### src/rtl/encoder_4x2_reg.sv
`default_nettype none
// ============================================================================
//  Module      : encoder_4x2_reg
//  Description : Registered 4-to-2 priority encoder with a one-deep
//                valid/ready output stage, a not-one-hot error flag and a
//                saturating error counter.
//  Revision    : 1.0 - initial release
// ============================================================================
module encoder_4x2_reg #(
  parameter int CNT_W = 4
) (
  input  logic             clk,
  input  logic             rst_n,
  input  logic [3:0]       in,
  input  logic             in_valid,
  output logic             in_ready,
  output logic [1:0]       out,
  output logic             out_err,
  output logic             out_valid,
  input  logic             out_ready,
  output logic [CNT_W-1:0] err_count
);

  typedef enum logic [0:0] {
    EMPTY = 1'b0,
    FULL  = 1'b1
  } state_t;

  localparam logic [CNT_W-1:0] CNT_MAX = {CNT_W{1'b1}};

  state_t           state;
  state_t           state_nxt;
  logic             accept;
  logic [1:0]       enc_idx;
  logic             enc_err;

  // The stage can take a word when empty, or when the held word leaves this cycle.
  assign in_ready  = (state == EMPTY) | out_ready;
  assign out_valid = (state == FULL);
  assign accept    = in_valid & in_ready;

  // Priority encode on the highest set bit; flag anything that is not exactly one-hot.
  always_comb begin
    enc_idx = 2'b00;
    if (in[3])      enc_idx = 2'b11;
    else if (in[2]) enc_idx = 2'b10;
    else if (in[1]) enc_idx = 2'b01;
    else            enc_idx = 2'b00;
    // A non-zero word with a single bit clears to zero when ANDed with itself minus one.
    enc_err = (in == 4'b0000) | ((in & (in - 4'd1)) != 4'b0000);
  end

  // Next-state logic: fill on accept, drain on consume without a replacing accept.
  always_comb begin
    state_nxt = state;
    case (state)
      EMPTY: if (accept) state_nxt = FULL;
      FULL:  if (out_ready && !accept) state_nxt = EMPTY;
      default: state_nxt = EMPTY;
    endcase
  end

  // State register.
  always_ff @(posedge clk or negedge rst_n) begin
    if (!rst_n) state <= EMPTY;
    else        state <= state_nxt;
  end

  // Output word register: loads only on accept, otherwise holds (also while empty).
  always_ff @(posedge clk or negedge rst_n) begin
    if (!rst_n) begin
      out     <= 2'b00;
      out_err <= 1'b0;
    end else if (accept) begin
      out     <= enc_idx;
      out_err <= enc_err;
    end
  end

  // Saturating count of accepted words that were not one-hot.
  always_ff @(posedge clk or negedge rst_n) begin
    if (!rst_n)                                       err_count <= '0;
    else if (accept && enc_err && err_count != CNT_MAX) err_count <= err_count + 1'b1;
  end

endmodule
`default_nettype wire

### config.mk
export PLATFORM = sky130hd
export DESIGN_NAME = encoder_4x2_reg
export DESIGN_NICKNAME = d
export VERILOG_FILES = /design/src/rtl/encoder_4x2_reg.sv
export SDC_FILE = /design/constraint.sdc
export NUM_CORES = 1
export LEC_CHECK = 0
export CAP_MARGIN = 25
export CELL_PAD_IN_SITES_DETAIL_PLACEMENT = 1
export CELL_PAD_IN_SITES_GLOBAL_PLACEMENT = 1
export CORE_AREA = 3 3 40 42
export DETAILED_ROUTE_END_ITERATION = 12
export DIE_AREA = 0 0 43 45
export DONT_BUFFER_PORTS = 1
export PLACE_DENSITY_LB_ADDON = 0.1
export SLEW_MARGIN = 0
export SYNTH_ARGS = -nofsm -noshare
export SYNTH_HDL_FRONTEND = slang
export SYNTH_SLANG_ARGS = --single-unit
### constraint.sdc
create_clock -name clk -period 1.3 [get_ports clk]
set_input_delay 0.26 -clock clk [delete_from_list [all_inputs] [get_ports clk]]
set_output_delay 0.26 -clock clk [all_outputs]
set_load 0.02 [all_outputs]
After elaboration in Yosys (flattened, before gate mapping)
Index checks and enable logic that the tools add are counted.
Widths: inputs -> output; s select.
Word-level totals
  register bits: 8
  input port bits: 8
  output and inout bits: 9
  word-level logic and storage cells: 24
Operators by class
  $add $sub $neg: 2
  equality and inequality tests: 1
  muxes and demuxes: 6
  bitwise operators: 5
  reduce and logical (&&, ||, !) cells: 6
Operators with widths (count)
  $add 4x1->4 const B: 1
  $and 4x4->4: 1
  $logic_not 4->1: 1
  $mux 2: 2
  $ne 4x4->1 const B: 1
  $reduce_bool 4->1: 1
  $sub 4x1->4 const B: 1
  $logic_and 1x1->1: 3
  $mux 1: 3
  $or 1x1->1: 2
  $pmux 1 s2: 1
  $and 1x1->1: 1
  $logic_not 1->1: 1
  $not 1->1: 1

Logic depth before layout (Yosys ltp)
Gate-level depths: netlist of the first run.
  depth after elaboration: 7
  depth in mapped cells: 4
  mapped depth without buffers: 4

Worst setup path after synthesis of the first run
OpenSTA, ideal clock, no wires.
  path type: flip-flop to flip-flop
  from: register state (netlist: out_valid)
  to: register err_count[1]
  library setup time: 0.125 ns
  arrival: 1.460 ns
  data required time: 1.175 ns
  setup slack: -0.285 ns
  cell stages (with the launch flop): 5
  path buffers: 0
  period minus slack after synthesis: 1.585 ns
  cell sequence: dfrtp_1 nand2b_1 nand3_2 a311oi_2 mux2_4
Between the ends
  word-level cells in the longest chain between the ends: 5
Ends and longest elaborated chain
  from (decl): RTL line 31  | state_t state;
  from (signal assigned): RTL line 66  | else state <= state_nxt;
  $not 1->1
  $or 1x1->1: RTL line 38  | assign in_ready = (state == EMPTY) | out_ready;
  named net in_ready: RTL line 16  | output logic in_ready,
  $and 1x1->1: RTL line 40  | assign accept = in_valid & in_ready;
  $logic_and 1x1->1 (2 in series): RTL line 83  | else if (accept && enc_err && err_count != CNT_MAX) err_count <= err_count + 1'b1;
  to (signal assigned): RTL line 83
  to (decl): RTL line 21  | output logic [CNT_W-1:0] err_count
The timed path passes the listed nets, and every way through them passes these cells.
A chain may end at the register's enable or synchronous reset.

Worst setup path after layout of the first run
  from: register state (netlist: out_valid)
  to: register err_count[1]
Between the ends
  word-level cells in the longest chain between the ends: 5
Ends and longest elaborated chain (RTL line)
  $not 1->1
  $or 1x1->1: 38
  $and 1x1->1: 40
  $logic_and 1x1->1 (2 in series): 83
Every way passes these cells.

==> metrics.log, run 1 <==
[metrics] sum of negative setup slack: -0.007894 ns
[metrics] Top Ports: 17
[metrics] part of the power in the clock network: 17.9%
[metrics] most frequent cell after synthesis: dfrtp_1
[metrics] clock insertion delay at the later pin of the skew report: 0.26 ns
[metrics] Worst Max-Slew Pin Slew: 0.3774 ns
[metrics] Post-Synthesis Cell Area: 406.6 sq um
[metrics] number of synthesized flops with an enable pin: 0
[metrics] routed wire length per instance: 15.55 um
[metrics] Switching Share: 38.52%
[metrics] post-synth net total: 46
[metrics] GR Util All Layers: 12.41%
[metrics] area overhead of the layout relative to synthesis: 43.08%
[metrics] wire length of the first global-routing pass: 1690 um
[metrics] arrival time reported for the critical path endpoint: 1.45 ns
[metrics] Via Count: 329
[metrics] gr ovfl total: 0
[metrics] Setup Viol. Count Final: 1
[metrics] warning count from the yosys run: 0
[metrics] flop and latch count out of synthesis: 8
[metrics] most area-consuming cells after synthesis: dfrtp_1, nand2b_1, mux2_1
[metrics] initial detailed-routing violation count: 1
[metrics] CP delay by family, top: flip-flops
[metrics] max-capacitance violation count: 0
[metrics] switching power: 0.4485 mW
[metrics] final cycle utilization of the critical path: 100.6%
[metrics] Hold Path Class: input port to flip-flop
[metrics] final hold vios: 0
[metrics] cts bufs inserted: 3
[metrics] total number of placement rows: 13
[metrics] pwr/cell area: 2001 nW/um^2
[metrics] number of clock sinks: 8
[metrics] Post-DP Area: 513.0 sq um
[metrics] RSZ-0062 raised after global routing: yes
[metrics] shortest period the worst path allows: 1.308 ns
[metrics] remaining antenna violation count after routing: 0
[metrics] area of the die: 1935 sq um
[metrics] number of unique standard cell types used by synthesis: 18
[metrics] Non-Filler Cell Area, Final: 581.8 sq um
[metrics] crit end category: flip-flop
[metrics] clock skew: 0.008069 ns
[metrics] crit-path max cell delay: 0.42 ns
[metrics] Hold Path Cell Cnt: 1
[metrics] combined buffer and inverter count along the critical path: 0
[metrics] Synth Flop Type: dfrtp_1
[metrics] static power due to leakage: 0.2584 nW
[metrics] library cell contributing the largest single delay on the critical path: dfrtp_2
[metrics] final routed DRC violation total: 0
[metrics] critical-path cell list: nand2b_4 -> nand3_4 -> a311oi_4 -> mux2_4
[metrics] Syn Inst Count: 37
[metrics] met3 routing resource usage after global routing: 6.375%
[metrics] most used routing layer: met2
[metrics] final WL: 1011 um
[metrics] Seq/Total Area, Yosys: 49.23%
[metrics] Setup crit start kind: flip-flop
[metrics] pins over their slew limit: 0
[metrics] Max Freq: 764.6 MHz
[metrics] Mean Syn Cell Area: 10.99 sq um
[metrics] Req. time, crit path: 1.45 ns
[metrics] clock tree from TritonCTS: done
[metrics] height of the chip: 45 um
[metrics] cell accounting for the most synthesized area: dfrtp_1
[metrics] Vias per Instance: 5.062
[metrics] final net count: 60
[metrics] start-to-end type of the worst setup path: flip-flop to flip-flop
[metrics] Seq pwr share: 38.3%
[metrics] H-Tree Level Count: 1
[metrics] met1 Use GR: 13.76%
[metrics] fraction of registers with async set/reset: 100.0%
[metrics] root buffer selected by CTS: clkbuf_4
[metrics] headroom to the max-slew limit: 74.76%
[metrics] proportion of layout cells with a drive suffix above 1: 46.00%
[metrics] buffer depth of the longest clock path: 2
[metrics] internal power consumption: 0.7159 mW
[metrics] Pre-antenna DRT Iters: 2
[metrics] result of the run: complete, but fails checks
[metrics] failing checks: negative setup slack
[metrics] clock input transition at the sequential cells of the worst setup and hold paths: 0.06 ns
[metrics] R2R cell count: 4
[metrics] crit path max fanout: 4
[metrics] final worst setup slack: -0.007894 ns
[metrics] vias in the first global route: 376
[metrics] buffers added on ports: 0
[metrics] Ant. Diodes: 0
[metrics] portion of synthesized cell area occupied by the leading cell type: 49.23%
[metrics] core footprint: 1285 sq um
[metrics] Final HPWL DP: 779 um
[metrics] routability congestion estimate from global placement: 0.7351
[metrics] part of the power in combinational logic: 43.8%
[metrics] Starting Density: 31.65%
[metrics] die width: 43 um
[metrics] met2 usage: 19.16%
[metrics] count of cell instances traversed by the critical path: 4
[metrics] number of antenna violations at the first check in global routing: 0
[metrics] pin count of the biggest net entering global routing: 9
[metrics] worst-case vdd ir drop: 0.9885 mV
[metrics] most frequent cells after synthesis: dfrtp_1, nand2_1, nand2b_1, o21ai_0
## flip-flops by register name, indices dropped and copies added, names as in the netlist
register / cells
out_err: 1
err_count: 4
out: 2
out_valid: 1
## per-layer routing
metal | up-vias | part of all wire, % | wire length [um]
li1 | 155 | - | -
met1 | 155 | 39 | 394
met2 | 17 | 47 | 474
met3 | 2 | 13 | 127
met4 | 0 | 1.5 | 15
met5 | - | 0 | 0
## cells by family after synthesis
logic type                 count (synthesis)  share of synthesized area, %
AOI/OAI and AO/OA                          7                         12.31
xor gates and xnor gates                   2                         4.308
adders and majority gates                  1                         3.076
buffers and inverters                      2                         1.847
DFF                                        8                         49.23
muxes                                      3                         9.229
and+or+nand+nor                           14                         20.00
## timing repair
action | CTS | global route
hold buffers | 1 | 0
setup buffers | 1 | 0
pin swaps | 2 | 0
endpoints found under the setup margin | 2 | 4
endpoints found under the hold margin | 8 | 0
resized for setup | 1 | 3
## worst paths after layout
kind	end	slack (ns)	start
max in group asynchronous	err_count[0]	0.65	rst_n
setup reg to reg	err_count[1]	-0.008	out_valid
setup / recovery	err_count[1]	-0.008	out_valid
min in group asynchronous	err_count[3]	0.35	rst_n
hold / removal	out_valid	0.11	in_valid
hold reg to reg	out[1]	0.62	out[1]
## area by class of cell
cell class                 count  area, sq um
fill                         143        703.2
tap                           15        18.77
clock buffer                   4        26.28
inverter                       2        7.507
timing repair buffer           9        70.07
multi-input combinational     27        255.2
sequential                     8        203.9
## through the flow
| step | hold slack [ns] | instances | util (%) | power, mW | setup WS, ns |
|---|---|---|---|---|---|
| finish | 0.1138 | 65 | 45.28 | 1.164 | -0.007894 |
| global route | 0.1056 | 65 | 45.28 | 1.267 | -0.05293 |
| CTS | 0.1050 | 65 | 44.21 | 1.165 | -0.01191 |
| detailed placement | -0.03528 | 59 | 39.92 | 0.9084 | -0.1615 |
| global placement | -0.03531 | 59 | 39.92 | 0.8822 | -0.1163 |
| floorplan | -0.03559 | 37 | - | 0.7233 | -0.1011 |
## layout by cell type, fill, tap and decap left out, types with 2 or more instances in the layout
cell type,count
buf_4,8
clkbuf_4,3
dfrtp_1,5
dfrtp_2,3
inv_1,2
mux2_4,2
nand2_1,4
nand2b_1,3
o21ai_0,4
xor2_1,2
## power groups by stage
stage	combinational [mW]	sequential (mW)	clock [mW]
2_1_floorplan	0.191	0.532	0
3_3_place_gp	0.448	0.434	0
3_5_place_dp	0.472	0.437	0
4_1_cts	0.499	0.446	0.220
5_1_grt	0.571	0.458	0.238
6_report	0.510	0.446	0.209
Note: power is estimated with default switching activity, not from simulation.
==> inputs of run 2 (changes only) <==
CTS_BUF_LIST = sky130_fd_sc_hd__clkbuf_8 sky130_fd_sc_hd__clkbuf_16   (was not set)
==> metrics.log, run 2 (same netlist as run 1, synthesis figures left out) <==
[metrics] arrival time reported for the critical path endpoint: 1.42 ns (-0.03 ns)
[metrics] R2R cell count: 4 (unchanged)
[metrics] headroom to the max-slew limit: 74.57% (-0.19 points)
[metrics] core footprint: 1285 sq um (unchanged)
[metrics] number of flip-flops under the largest register name: 4 (unchanged)
[metrics] clock input transition at the sequential cells of the worst setup and hold paths: 0.05 ns (about the same)
[metrics] height of the chip: 45 um (unchanged)
[metrics] library cell contributing the largest single delay on the critical path: dfrtp_2
[metrics] clock skew: 0.009535 ns (+0.001467 ns)
[metrics] Ant. Diodes: 0 (unchanged)
[metrics] most frequent cells in the layout: buf_4, dfrtp_1, o21ai_0, nand2_1
[metrics] static power due to leakage: 0.2703 nW (+4.6%)
[metrics] part of the power in the clock network: 24.5% (+6.6 points)
[metrics] pwr/cell area: 2099 nW/um^2 (+4.9%)
[metrics] cts bufs inserted: 3 (unchanged)
[metrics] remaining antenna violation count after routing: 0 (unchanged)
[metrics] Worst Setup Slack post-DPL: -0.1615 ns (unchanged)
[metrics] Starting Density: 31.65% (unchanged)
[metrics] Hold Path Class: input port to flip-flop
[metrics] worst-case vdd ir drop: 0.7367 mV (-25%)
[metrics] Req. time, crit path: 1.42 ns (-0.03 ns)
[metrics] root buffer selected by CTS: clkbuf_8
[metrics] pins over their slew limit: 0 (unchanged)
[metrics] final cycle utilization of the critical path: 100.0% (-0.59 points)
[metrics] number of antenna violations at the first check in global routing: 0 (unchanged)
[metrics] Final HPWL DP: 779 um (unchanged)
[metrics] area overhead of the layout relative to synthesis: 47.69%
[metrics] Via Count: 324 (-1.5%)
[metrics] registers with the most flip-flops: err_count x4, out x2
[metrics] RSZ-0062 raised after global routing: yes
[metrics] combined buffer and inverter count along the critical path: 0 (unchanged)
[metrics] start of the worst register-to-register path: out_valid
[metrics] Switching Share: 36.23% (-2.3 points)
[metrics] count of cell instances traversed by the critical path: 4 (unchanged)
[metrics] termination of the worst setup path: err_count[1]
[metrics] # placed instances: 59 (unchanged)
[metrics] internal power consumption: 0.8039 mW (+12%)
[metrics] part of the power in combinational logic: 40.2% (-3.6 points)
[metrics] GR Util All Layers: 12.24% (-0.17 points)
[metrics] final design utilization: 46.74% (+1.5 points)
[metrics] number of clock sinks: 8 (unchanged)
[metrics] die width: 43 um (unchanged)
[metrics] Post-DP Area: 513.0 sq um (unchanged)
[metrics] Pre-antenna DRT Iters: 2 (unchanged)
[metrics] Worst Max-Slew Pin Slew: 0.3801 ns (+0.002777 ns)
[metrics] non-filler cells in the finished layout: 65 (unchanged)
[metrics] Seq pwr share: 35.3% (-3.0 points)
[metrics] final hold vios: 0 (unchanged)
[metrics] final WL: 988 um (-2.3%)
[metrics] H-Tree Level Count: 1 (unchanged)
[metrics] Top Ports: 17 (unchanged)
[metrics] capture point of the worst reg-to-reg path: err_count[1]
[metrics] total number of placement rows: 13 (unchanged)
[metrics] start-to-end type of the worst setup path: flip-flop to flip-flop
[metrics] final net count: 60 (unchanged)
[metrics] area of the die: 1935 sq um (unchanged)
[metrics] routability congestion estimate from global placement: 0.7351 (unchanged)
[metrics] shortest period the worst path allows: 1.300 ns (-0.007720 ns)
[metrics] commonest non-fill, non-tap cell in the layout: buf_4
[metrics] initial detailed-routing violation count: 5 (+4)
[metrics] final worst setup slack: -0.0001740 ns (+0.007720 ns)
[metrics] clock tree from TritonCTS: done
[metrics] buffer depth of the longest clock path: 2 (unchanged)
[metrics] gr ovfl total: 0 (unchanged)
[metrics] max-capacitance violation count: 0 (unchanged)
[metrics] buffers added on ports: 0 (unchanged)
[metrics] filler cell count: 141 (-1.4%)
[metrics] largest reg by FF count: err_count
[metrics] final routed DRC violation total: 0 (unchanged)
[metrics] Vias per Instance: 4.985 (-1.5%)
[metrics] Setup crit start kind: flip-flop
[metrics] clock insertion delay at the later pin of the skew report: 0.23 ns (-0.03 ns)
[metrics] beginning of the critical path: out_valid
[metrics] crit path max fanout: 4 (unchanged)
[metrics] CP delay by family, top: flip-flops
[metrics] failing checks: negative setup slack
[metrics] switching power: 0.4568 mW (+1.8%)
[metrics] result of the run: complete, but fails checks
[metrics] overall power consumption: 1.261 mW (+8.3%)
[metrics] critical-path cell list: nand2b_4 -> nand3_4 -> a311oi_4 -> mux2_4
[metrics] Non-Filler Cell Area, Final: 600.6 sq um (+3.2%)
[metrics] wire length of the first global-routing pass: 1697 um (+0.41%)
[metrics] pin count of the biggest net entering global routing: 9 (unchanged)
[metrics] crit-path max cell delay: 0.41 ns (about the same)
[metrics] routed wire length per instance: 15.20 um (-2.3%)
[metrics] reg-to-reg setup timing slack: -0.0002 ns (about the same)
[metrics] proportion of layout cells with a drive suffix above 1: 46.00% (unchanged)
[metrics] area of the multi-input gates: 255.2 sq um (unchanged)
[metrics] area used by sequential logic in the layout: 203.9 sq um (unchanged)
[metrics] crit end category: flip-flop
[metrics] vias in the first global route: 382 (+1.6%)
[metrics] Max Freq: 769.1 MHz (+0.59%)
[metrics] Setup Viol. Count Final: 1 (unchanged)
## run 2: area by class of cell
| cell class | instances | area share [%] |
|---|---|---|
| multi-input combinational | 27 | 42.50 |
| sequential | 8 | 33.96 |
| timing repair buffer | 9 | 11.67 |
| clock buffer | 3 | 6.875 |
| tap | 15 | 3.125 |
| inverter | 2 | 1.250 |
| clock inverter | 1 | 0.6250 |
## run 2: worst min path at each step
stage,startpoint,endpoint,slack [ns],cells after the start
after global placement,rst_n,out_err,-0.04,0
after detailed placement,rst_n,out_err,-0.04,0
after global routing,in_valid,out_valid,0.15,1
after CTS,in_valid,out_valid,0.14,1
after floorplan,rst_n,err_count[0],-0.04,0
final,in_valid,out_valid,0.14,1
## run 2: power by group through the flow
stage / Clock, mW / Sequential, mW / Combinational (mW)
final: 0.309 / 0.445 / 0.507
after global routing: 0.334 / 0.459 / 0.568
after CTS: 0.315 / 0.447 / 0.499
after detailed placement: 0 / 0.437 / 0.472
after global placement: 0 / 0.434 / 0.448
after floorplan: 0 / 0.532 / 0.191
## run 2: timing repair
item                                    in CTS  in global routing
hold buffers                                 1                  0
resized for setup                            1                  3
pin swaps                                    2                  0
endpoints found under the setup margin       2                  4
endpoints found under the hold margin        8                  0
buffers inserted                             1                  0
## run 2: metrics by stage
| stage | TNS [ns] | hold slack, ns |
|---|---|---|
| after detailed placement | -0.4522 | -0.03528 |
| after CTS | -0.009810 | 0.1427 |
| after global routing | -0.08605 | 0.1466 |
| after floorplan | -0.2012 | -0.03559 |
| final | -0.0001740 | 0.1441 |
| after global placement | -0.3299 | -0.03531 |
## run 2: routing by layer
| layer | wire, um | global-route usage, % | vias to the layer above | share of wire (%) |
|---|---|---|---|---|
| met3 | 118 | 6.375 | 0 | 12 |
| met2 | 479 | 19.16 | 15 | 48 |
| met4 | 0 | 5.422 | 0 | 0 |
| li1 | - | - | 154 | - |
| met5 | 0 | 0 | - | 0 |
| met1 | 390 | 14.00 | 155 | 39 |
==> inputs of run 3 (changes only) <==
PLACE_DENSITY = 0.69   (was not set)
PLACE_DENSITY_LB_ADDON = not set   (was 0.1)
==> metrics.log, run 3 (same netlist as run 1, synthesis figures left out) <==
[metrics] Hold Path Class: input port to flip-flop
[metrics] Starting Density: 31.65% (unchanged)
[metrics] failing checks: negative setup slack
[metrics] final hold vios: 0 (unchanged)
[metrics] start-to-end type of the worst setup path: flip-flop to flip-flop
[metrics] pins over their slew limit: 0 (unchanged)
[metrics] Switching Share: 36.94% (+0.71 points)
[metrics] Req. time, crit path: 1.40 ns (-0.02 ns)
[metrics] arrival time reported for the critical path endpoint: 1.42 ns (about the same)
[metrics] wire length of the first global-routing pass: 1656 um (-2.4%)
[metrics] # placed instances: 59 (unchanged)
[metrics] number of antenna violations at the first check in global routing: 0 (unchanged)
[metrics] number of clock sinks: 8 (unchanged)
[metrics] static power due to leakage: 0.2607 nW (-3.6%)
[metrics] largest reg by FF count: err_count
[metrics] Setup crit start kind: flip-flop
[metrics] clock insertion delay at the later pin of the skew report: 0.23 ns (about the same)
[metrics] headroom to the max-slew limit: 73.48% (-1.1 points)
[metrics] non-filler cells in the finished layout: 64 (-1.5%)
[metrics] final routed DRC violation total: 0 (unchanged)
[metrics] initial detailed-routing violation count: 0 (-5)
[metrics] combined buffer and inverter count along the critical path: 0 (unchanged)
[metrics] crit-path max cell delay: 0.42 ns (about the same)
[metrics] buffer depth of the longest clock path: 2 (unchanged)
[metrics] switching power: 0.4624 mW (+1.2%)
[metrics] worst-case vdd ir drop: 0.9164 mV (+24%)
[metrics] crit end category: flip-flop
[metrics] remaining antenna violation count after routing: 0 (unchanged)
[metrics] clock skew: 0.006917 ns (-0.002619 ns)
[metrics] routability congestion estimate from global placement: 0.7456 (+1.4%)
[metrics] shortest period the worst path allows: 1.322 ns (+0.02197 ns)
[metrics] Hold Path Cell Cnt: 1 (unchanged)
[metrics] clock input transition at the sequential cells of the worst setup and hold paths: 0.04 ns (about the same)
[metrics] part of the power in combinational logic: 40.3% (about the same)
[metrics] registers with the most flip-flops: err_count x4, out x2
[metrics] Ant. Diodes: 0 (unchanged)
[metrics] Vias per Instance: 5.094 (+2.2%)
[metrics] height of the chip: 45 um (unchanged)
[metrics] number of flip-flops under the largest register name: 4 (unchanged)
[metrics] H-Tree Level Count: 1 (unchanged)
[metrics] capture endpoint of the worst hold path: out_valid
[metrics] vias in the first global route: 365 (-4.5%)
[metrics] core footprint: 1285 sq um (unchanged)
[metrics] capture point of the worst reg-to-reg path: err_count[1]
[metrics] routed wire length per instance: 15.58 um (+2.5%)
[metrics] Setup Viol. Count Final: 2 (+1)
[metrics] pwr/cell area: 2133 nW/um^2 (+1.6%)
[metrics] RSZ-0062 raised after global routing: yes
[metrics] reg-to-reg setup timing slack: -0.02 ns (-0.02 ns)
[metrics] cts bufs inserted: 3 (unchanged)
[metrics] crit path max fanout: 3 (-1)
[metrics] buffers added on ports: 0 (unchanged)
[metrics] pin count of the biggest net entering global routing: 9 (unchanged)
[metrics] min-delay src: in_valid
[metrics] max-capacitance violation count: 0 (unchanged)
[metrics] die width: 43 um (unchanged)
[metrics] GR Util All Layers: 12.10% (-0.14 points)
[metrics] Pre-antenna DRT Iters: 1 (-1)
[metrics] R2R cell count: 3 (-1)
[metrics] proportion of layout cells with a drive suffix above 1: 40.82% (-5.2 points)
[metrics] area overhead of the layout relative to synthesis: 44.31%
[metrics] total number of placement rows: 13 (unchanged)
[metrics] Top Ports: 17 (unchanged)
[metrics] library cell contributing the largest single delay on the critical path: dfrtp_2
[metrics] final net count: 59 (-1.7%)
[metrics] Seq pwr share: 35.6% (+0.3 points)
[metrics] Max Freq: 756.3 MHz (-1.7%)
[metrics] start of the worst register-to-register path: err_count[0]
[metrics] result of the run: complete, but fails checks
[metrics] final WL: 997 um (+0.91%)
[metrics] internal power consumption: 0.7893 mW (-1.8%)
[metrics] root buffer selected by CTS: clkbuf_8
[metrics] Via Count: 326 (+0.62%)
[metrics] clock tree from TritonCTS: done
[metrics] sum of negative setup slack: -0.02747 ns (-0.02730 ns)
[metrics] part of the power in the clock network: 24.1% (-0.4 points)
[metrics] commonest non-fill, non-tap cell in the layout: buf_4
[metrics] critical-path cell list: ha_4 -> a311oi_4 -> mux2_4
[metrics] gr ovfl total: 0 (unchanged)
[metrics] final cycle utilization of the critical path: 101.7% (+1.7 points)
[metrics] final worst setup slack: -0.02214 ns (-0.02197 ns)
[metrics] CP delay by family, top: flip-flops
[metrics] area of the die: 1935 sq um (unchanged)
[metrics] Worst Max-Slew Pin Slew: 0.3965 ns (+0.01631 ns)
[metrics] most frequent cells in the layout: buf_4, dfrtp_1, o21ai_0, nand2_1
==> run 3: cell types whose count changed in the layout (fill, tap and decap cells not counted), sizes merged <==
cell	before	now
buf	8	7
==> run 3: through the flow <==
step	utilization (%)	worst slack [ns]	area, sq um	power, mW	hold WS (ns)
floorplan	-	-0.1011	441.7	0.7233	-0.03559
global placement	39.92	-0.1056	513.0	0.8771	-0.03538
detailed placement	39.92	-0.1779	513.0	0.9154	-0.03536
CTS	45.08	-0.02775	579.3	1.256	0.1456
global route	45.67	-0.06486	586.8	1.350	0.1444
finish	45.67	-0.02214	586.8	1.252	0.1444
==> run 3: layout make-up <==
cell class / count / area (sq um)
repair buffers: 8 / 62.56
well taps: 15 / 18.77
inverters: 2 / 7.507
clock inverters: 1 / 3.754
clock buffers: 3 / 41.29
fillers: 143 / 698.2
multi-input cells: 27 / 249.0
flip-flops and latches: 8 / 203.9
==> run 3: how the worst max path moves through the flow <==
stage,cells after the start,slack (ns),end,startpoint
2_1_floorplan,4,-0.10,err_count[1],in[0]
3_3_place_gp,4,-0.11,err_count[1],in[0]
3_5_place_dp,4,-0.18,err_count[1],in[0]
4_1_cts,3,-0.03,err_count[1],err_count[1]
5_1_grt,4,-0.06,err_count[1],out_valid
6_report,3,-0.02,err_count[1],err_count[0]
==> run 3: power groups by stage <==
stage	Sequential [mW]	Combinational, mW	Clock (mW)
finish	0.446	0.504	0.302
global route	0.457	0.556	0.337
CTS	0.443	0.502	0.310
detailed placement	0.434	0.481	0
global placement	0.426	0.451	0
floorplan	0.532	0.191	0
==> run 3: what timing repair did <==
item / in CTS / in global routing
endpoints found under the setup margin: 3 / 4
endpoints found under the hold margin: 8 / 0
cloned: 0 / 0
hold buffers: 1 / 0
buffers inserted: 0 / 0
pin swaps: 2 / 0
resized for setup: 1 / 1
==> run 3: metal layers <==
| layer | part of all wire, % | track usage (%) | wire length (um) |
|---|---|---|---|
| met5 | 0 | 0 | 0 |
| met4 | 1.2 | 5.422 | 12 |
| met3 | 8.3 | 5.179 | 83 |
| met2 | 52 | 21.26 | 521 |
| met1 | 38 | 12.62 | 379 |
